==> src/rtl/ahb_pkg.sv <==
// ahb_pkg: shared AHB-Lite encodings and data-phase state constants for the custom M0 slaves.
package ahb_pkg;
    typedef enum logic [1:0] {
        HTRANS_IDLE   = 2'b00,
        HTRANS_BUSY   = 2'b01,
        HTRANS_NONSEQ = 2'b10,
        HTRANS_SEQ    = 2'b11
    } htrans_e;
    typedef enum logic [2:0] {
        HSIZE_BYTE = 3'd0,
        HSIZE_HALF = 3'd1,
        HSIZE_WORD = 3'd2
    } hsize_e;
    typedef enum logic {
        HRESP_OKAY  = 1'b0,
        HRESP_ERROR = 1'b1
    } hresp_e;
    localparam logic [1:0] ST_IDLE = 2'd0;
    localparam logic [1:0] ST_WAIT = 2'd1;
    localparam logic [1:0] ST_ERR1 = 2'd2;
    localparam logic [1:0] ST_ERR2 = 2'd3;
endpackage

==> src/rtl/ahb_byte_lane_decode.sv <==
// ahb_byte_lane_decode: maps HSIZE and HADDR[1:0] to a byte-lane mask plus a size/alignment error.
module ahb_byte_lane_decode
    import ahb_pkg::*;
(
    input  logic [2:0] hsize,
    input  logic [1:0] addr_lo,
    output logic [3:0] lane_mask,
    output logic       lane_err
);
    always_comb begin
        lane_mask = hsize == HSIZE_BYTE ? 4'b0001 << addr_lo
                  : hsize == HSIZE_HALF ? 4'b0011 << {addr_lo[1], 1'b0}
                  : 4'b1111;
        lane_err  = hsize > HSIZE_WORD
                  || (hsize == HSIZE_HALF && addr_lo[0])
                  || (hsize == HSIZE_WORD && addr_lo != 2'b00);
    end
endmodule

==> src/rtl/ahb_param_regbank.sv <==
// ahb_param_regbank: AHB-Lite slave with NUM_REGS byte-writable 32-bit registers exported on regs_o,
// optional OKAY wait states and a two-cycle ERROR response for illegal accesses.
module ahb_param_regbank
    import ahb_pkg::*;
#(
    parameter int          NUM_REGS    = 8,
    parameter int          WAIT_STATES = 0,
    parameter logic [31:0] RESET_VALUE = 32'h0
) (
    input  logic                   HCLK,
    input  logic                   HRESETn,
    input  logic [31:0]            HADDR,
    input  logic [31:0]            HWDATA,
    input  logic [2:0]             HSIZE,
    input  logic [1:0]             HTRANS,
    input  logic                   HWRITE,
    input  logic                   HREADY,
    input  logic                   HSEL,
    output logic [31:0]            HRDATA,
    output logic                   HREADYOUT,
    output logic                   HRESP,
    output logic [NUM_REGS*32-1:0] regs_o
);
    localparam int IDX_W = NUM_REGS > 1 ? $clog2(NUM_REGS) : 1;

    if (WAIT_STATES < 0 || WAIT_STATES > 15) begin : g_bad_wait
        $error("ahb_param_regbank: WAIT_STATES must be 0..15");
    end
    if (NUM_REGS < 1 || NUM_REGS > 256) begin : g_bad_regs
        $error("ahb_param_regbank: NUM_REGS must be 1..256");
    end

    logic [NUM_REGS-1:0][31:0] regs;
    logic [3:0]                lane_mask;
    logic                      lane_err;
    logic [IDX_W-1:0]          a_idx;
    logic                      a_err;
    logic                      cap;
    logic [1:0]                state;
    logic [3:0]                cnt;
    logic                      dp_valid;
    logic                      dp_write;
    logic                      dp_err;
    logic [IDX_W-1:0]          dp_idx;
    logic [3:0]                dp_mask;
    logic                      stall;
    logic                      complete;
    logic [31:0]               rd_word;
    logic                      unused;

    ahb_byte_lane_decode u_lane (
        .hsize     (HSIZE),
        .addr_lo   (HADDR[1:0]),
        .lane_mask (lane_mask),
        .lane_err  (lane_err)
    );

    // Upper address bits alias onto the decoded window.
    assign unused    = ^{HADDR[31:IDX_W+2], HTRANS[0]};
    assign cap       = HSEL && HREADY && HTRANS[1];
    assign a_idx     = HADDR[IDX_W+1:2];
    assign a_err     = lane_err || ({1'b0, a_idx} >= (IDX_W+1)'(NUM_REGS));
    assign stall     = state == ST_ERR1 || (state == ST_WAIT && cnt != 4'd0);
    assign complete  = dp_valid && !dp_err && !stall;
    assign HREADYOUT = !stall;
    assign HRESP     = (state == ST_ERR1 || state == ST_ERR2) ? HRESP_ERROR : HRESP_OKAY;
    assign HRDATA    = (dp_valid && !dp_write && !dp_err) ? rd_word : 32'h0;
    assign regs_o    = regs;

    always_comb begin
        rd_word = 32'h0;
        for (int i = 0; i < NUM_REGS; i++)
            if (dp_idx == IDX_W'(i)) rd_word = regs[i];
    end

    // A new address phase is only taken once the current data phase stops stalling.
    always_ff @(posedge HCLK or negedge HRESETn) begin
        if (!HRESETn) begin
            state    <= ST_IDLE;
            cnt      <= 4'd0;
            dp_valid <= 1'b0;
            dp_write <= 1'b0;
            dp_err   <= 1'b0;
            dp_idx   <= '0;
            dp_mask  <= 4'd0;
        end else if (state == ST_ERR1) begin
            state <= ST_ERR2;
        end else if (stall) begin
            cnt <= cnt - 4'd1;
        end else if (cap) begin
            dp_valid <= 1'b1;
            dp_write <= HWRITE;
            dp_idx   <= a_idx;
            dp_mask  <= lane_mask;
            dp_err   <= a_err;
            state    <= a_err ? ST_ERR1 : WAIT_STATES != 0 ? ST_WAIT : ST_IDLE;
            cnt      <= a_err ? 4'd0 : 4'(WAIT_STATES);
        end else begin
            state    <= ST_IDLE;
            dp_valid <= 1'b0;
        end
    end

    always_ff @(posedge HCLK or negedge HRESETn) begin
        if (!HRESETn)
            regs <= {NUM_REGS{RESET_VALUE}};
        else if (complete && dp_write)
            for (int i = 0; i < NUM_REGS; i++)
                for (int b = 0; b < 4; b++)
                    if (dp_idx == IDX_W'(i) && dp_mask[b]) regs[i][8*b +: 8] <= HWDATA[8*b +: 8];
    end
endmodule

==> config.mk <==
export PLATFORM = sky130hd
export DESIGN_NAME = ahb_param_regbank
export DESIGN_NICKNAME = d
export VERILOG_FILES = /design/src/rtl/ahb_pkg.sv /design/src/rtl/ahb_byte_lane_decode.sv /design/src/rtl/ahb_param_regbank.sv
export SDC_FILE = /design/constraint.sdc
export NUM_CORES = 1
export LEC_CHECK = 0
export CORE_MARGIN = 4
export CORE_UTILIZATION = 55
export DETAILED_ROUTE_END_ITERATION = 16
export DONT_BUFFER_PORTS = 1
export GPL_TIMING_DRIVEN = 1
export MAX_ROUTING_LAYER = met4
export PLACE_DENSITY_LB_ADDON = 0.12
export SLEW_MARGIN = 20
export SYNTH_ARGS = -nofsm -noshare
export SYNTH_HDL_FRONTEND = slang
export SYNTH_SLANG_ARGS = --single-unit
==> constraint.sdc <==
create_clock -name HCLK -period 7.5 [get_ports HCLK]
set_clock_uncertainty 0.15 [all_clocks]
set_input_delay 0.375 -clock HCLK [delete_from_list [all_inputs] [get_ports HCLK]]
set_output_delay 0.375 -clock HCLK [all_outputs]
set_load 0.01 [all_outputs]
Word level (Yosys, flattened, before mapping). Index checks and enable logic that the tools add are counted.

Bits in registers: 272. Input bits: 74. Output and inout port bits: 290. Logic and storage cells: 166.

Add/sub/neg operators: 1. Magnitude comparators: 1. Eq/ne operators: 13. Shift-type cells: 2. Muxes and demuxes: 19. Bitwise operators: 2. Reductions and logical operators: 89.

Operator list (count): two-way mux 32 bit (9); AND reduction 2 bit (34); logical AND 1 bit (42); two-way mux 4 bit (4); == test 3 bit, second input constant (4); == test 3 x 2 -> 1 bit, second input constant (3); two-way mux 2 bit (4); == test 3 x 1 -> 1 bit, second input constant (2); logical NOT 3 bit (2); == test 2 bit, second input constant (2); logical OR 1 bit (4); nonzero test 2 bit (2); nonzero test 4 bit (1); left shift 1 x 2 -> 4 bit, first input constant (1); left shift 2 x 2 -> 4 bit, first input constant (1); subtractor 4 x 1 -> 4 bit, second input constant (1); greater-than comparator 3 x 2 -> 1 bit, second input constant (1); logical NOT 1 bit (3); AND reduction 3 bit (1); == test 2 x 1 -> 1 bit, second input constant (1); two-way mux 1 bit (2); inequality test 2 x 1 -> 1 bit, second input constant (1); inverter 1 bit (2).

Logic depth before layout (Yosys ltp).
Depth in word-level cells: 10. Depth in mapped cells: 8. Gate-level depth less buffers: 6.

By module. From an unflattened synthesis, not the netlist that was laid out.

Cells, all modules: 924. Area total of the unflattened synthesis: 12741.0 um^2.

Modules (own cells, without submodules): ahb_param_regbank (times used 1, cells each 913, area each 12682.2 um^2, seq. area each 6806.5 um^2); ahb_byte_lane_decode (times used 1, cells each 11, area each 58.8 um^2, seq. area each 0.0 um^2).

Least setup slack after synthesis. Ideal clock, no wire load.

Path type: register -> register. From: register cnt[0]. To: register regs (netlist bit regs_o[160]). Library setup time: 0.125 ns. Data arrival time: 2.119 ns. Data required time: 7.225 ns. Slack: 5.107 ns. Stages on the path, launching flop included: 9. Path buffers: 2. Period minus slack after synthesis: 2.393 ns. Cells stage by stage: dfrtp_1 -> inv_1 -> ha_1 -> nor3b_2 -> nor2_2 -> buf_6 -> buf_2 -> nor3_2 -> mux2_2.

Longest elaborated chain between the ends: 7.

RTL lines: start: declaration (line ahb_param_regbank.sv:40) `logic [3:0] cnt;`; start signal: assignment (line ahb_param_regbank.sv:89) `cnt <= cnt - 4'd1;`; start signal: assignment (line ahb_param_regbank.sv:97) `cnt <= a_err ? 4'd0 : 4'(WAIT_STATES);`; nonzero test 4 bit (line ahb_param_regbank.sv:63) `assign stall = state == ST_ERR1 || (state == ST_WAIT && cnt != 4'd0);`; logical AND 1 bit (line ahb_param_regbank.sv:63); logical OR 1 bit (line ahb_param_regbank.sv:63); logical NOT 1 bit (line ahb_param_regbank.sv:64) `assign complete = dp_valid && !dp_err && !stall;`; logical AND 1 bit (line ahb_param_regbank.sv:64); logical AND 1 bit (line ahb_param_regbank.sv:107) `else if (complete && dp_write)`; AND reduction 2 bit (no line); end signal: assignment (line ahb_param_regbank.sv:106) `regs <= {NUM_REGS{RESET_VALUE}};`; end signal: indexed assignment (line ahb_param_regbank.sv:110) `if (dp_idx == IDX_W'(i) && dp_mask[b]) regs[i][8*b +: 8] <= HWDATA[8*b +: 8];`; end: declaration (line ahb_param_regbank.sv:33) `logic [NUM_REGS-1:0][31:0] regs;`.

No other way between the ends. A chain may end at the register's enable or synchronous reset.

Final worst setup path.
From: register dp_idx[0]. To: output port HRDATA[25].

Longest elaborated chain between the ends: 10. Elaborated cells on any way between the ends: 17. Classes of those cells: 7 x eq/ne; 9 x mux; 1 x reduce/logical.

RTL lines: start: declaration (line ahb_param_regbank.sv:44) `logic [IDX_W-1:0] dp_idx;`; start signal: assignment (line ahb_param_regbank.sv:93) `dp_idx <= a_idx;`; logical NOT 3 bit (line ahb_param_regbank.sv:73) `if (dp_idx == IDX_W'(i)) rd_word = regs[i];`; two-way mux 32 bit (7 in a row) (line ahb_param_regbank.sv:73); two-way mux 32 bit (*) (line ahb_param_regbank.sv:73); two-way mux 32 bit (*) (line ahb_param_regbank.sv:67) `assign HRDATA = (dp_valid && !dp_write && !dp_err) ? rd_word : 32'h0;`; end: declaration (line ahb_param_regbank.sv:19) `output logic [31:0] HRDATA,`.

Every way passes the cells marked *; elsewhere a longest branch is shown, timed or not.

==> impl_metrics.toml <==
[finish]
nets = 928
fin_util = 0.6355
layout-drive-gt1-share = 0.4686
post-route-cell-area_sq_mm = 0.01443
syn_to_final_growth_pct = 13.54

[power]
switching_power_uw = 1834
p_int_uw = 3555
sequentialPowerShare = 0.468
sw_frac_of_total = 0.3402
power.leakage_uw = 0.006508
power_density_mw_per_mm2 = 373.4
ir_drop_mv = 0.1974
clkPwrFrac = 0.277
combPwrFrac = 0.255

[drt]
wl_mm = 33.90
drtPass1Iterations = 4
drcViolationCount = 0
detail-route-antenna-nets = 0
drt_iter0_drc = 458
vias_per_cell = 6.533
routedWlPerCell_microns = 29.20
vias = 7585

[global_routing]
met3_usage = 0.08723
grt_usage = 0.2666
grtUsageMet2 = 0.4380
met1_usage = 0.3219
top_usage_layer = "met2"
grt_max_degree = 273
grt_pass1_vias = 8357
overflow = 0
grt_pass1_wl_mm = 52.09
antenna_found_initial = 1

[synthesis]
synth.net_count = 885
synth-seq-area-share = 0.5355
synth_seq_cells = 272
synth_edf_count = 0
synth_cell_type_count = 42
yosysTopAreaCell = "dfrtp_1"
synth_common_cells = "dfrtp_1, mux2_2, mux4_2"
synthMostInstantiatedCell = "dfrtp_1"
ys.flop_type = "dfrtp_1"
syn-cell-area_sq_mm = 0.01271
async_flop_share = 1.000
syn_inst = 810
synth_top_area_share = 0.5355
synthTopCellsByArea = "dfrtp_1, mux2_2, mux4_2"
syn_area_per_cell_sq_um = 15.69
yosys_warnings = 0

[sta]
report.final.slew_viol_count = 0
tns_ps = 0
hold_viol_final = 0
setup_viol = 0
setup_ws_ps = 3905
worst_pin_slew_ps = 1057
whs_ps = 19.67
final.min_clock_period_ps = 3595
finalCritPeriodShare = 0.4793
rsz0062_at_grt = "no"
maxSlewHeadroom = 0.2914
fmax_mhz = 278.2

[cts]
cts.sinks = 272
cts-root-buf = "clkbuf_16"
cts_tree = "yes"
cts_resized = 0
clk_latency_ps = 530
post_cts_buffers = 0
clk_pin_slew_ps = 60
cts-buffers-inserted = 29
htree_levels = 1
clockBufferDepth = 3

[floorplan]
ios = 364
die_h_microns = 160.0
rows = 55
die_x_microns = 160.0
die_area_sq_mm = 0.02561
initial_utilization = 0.5597
core_sq_mm = 0.02271

[critical_path]
crit_required_ps = 6970
arrival_ps = 3070
crit_path_end_kind = "primary output"
path_class = "register to primary output"
cp-start-kind = "register"
path_max_fanout = 45

[run_status]
status = "finished clean"

[worst_hold_path]
min_path_type = "input pin to register"

[placed_design]
post-place-ws_ps = 4007
gp_congestion = 0.8256
place.detailed.hpwl_mm = 21.91
io_buffers = 0
placed_area_sq_mm = 0.01289

[job]
maxCapViolations = 0
-- power by group through the flow --
stage / Clock [uW] / Sequential, uW / Combinational [uW]
after global placement: 0 / 2570 / 1210
after CTS: 1520 / 2570 / 1330
after floorplan: 0 / 2240 / 1240
after global routing: 1590 / 2580 / 1490
after detailed placement: 0 / 2600 / 1260
final: 1490 / 2520 / 1370
-- repair_timing --
item	CTS	global route
hold endpoints to repair	538	0
hold buffers	45	0
endpoints found under the setup margin	0	0
-- through the flow --
stage / cells / power [uW]
floorplan: 810 / 3480
global placement: 1060 / 3779
detailed placement: 1060 / 3855
CTS: 1158 / 5422
global route: 1161 / 5656
finish: 1161 / 5389
-- cells in the final DEF, fill, tap and decap left out, drive strengths merged, types with 7 or more instances in the layout --
master,n
a21oi,9
buf,7
clkbuf,42
clkinv,8
dfrtp,272
dlygate4sd3,44
inv,8
mux2,260
mux2i,32
mux4,63
nand2,18
nor2,35
nor3,13
nor4,8
o21ai,10
or4,8
-- per-layer routing --
layer / wire length (microns) / part of all wire
met5: 0 / 0
met4: 828 / 0.024
met3: 2882 / 0.085
met2: 16970 / 0.50
met1: 13220 / 0.39
-- final cells by class --
type                    count  area (sq um)
diodes                      1         2.502
clock buffers              42         884.6
clock inverters            11         137.6
fillers                  1654          8277
inverters                   8         30.03
multi-input cells         491          5662
flip-flops and latches    272          6814
well taps                 285         356.6
repair buffers             51         545.5
-- registers in the layout, indices dropped and copies added, names as in the netlist --
name	cells
dp_write	1
dp_err	1
state	2
dp_mask	4
regs_o	256
cnt	4
dp_idx	3
dp_valid	1
-- path summary, 6_finish.rpt --
path	start	endpoint	slack, ps	cells past startpoint
max reg2reg	dp_idx[0]	regs_o[171]	4280	3
max	dp_idx[0]	HRDATA[25]	3910	4
min	HSIZE[2]	dp_mask[3]	20	3
min in group asynchronous	HRESETn	regs_o[5]	300	2
min reg2reg	cnt[0]	cnt[0]	350	1
max in group asynchronous	HRESETn	dp_idx[0]	5600	3
-- worst max-delay path: stages, from the launching register on --
cell and delay [ps]:
dfrtp_4 1000, buf_4 650, mux4_2 570, mux2i_1 180
nor2_1 110
-- cells by family (layout without fill, tap and decap cells) --
group	after synthesis	in the layout	synth area share
buf+inv	47	112	0.01929
flops	272	272	0.5355
other cells	0	1	0
compound gates	29	29	0.01329
simple gates	106	106	0.05433
fa+ha+maj	1	1	0.0009842
mux	355	355	0.3766
(Power assumes the default switching activity.)
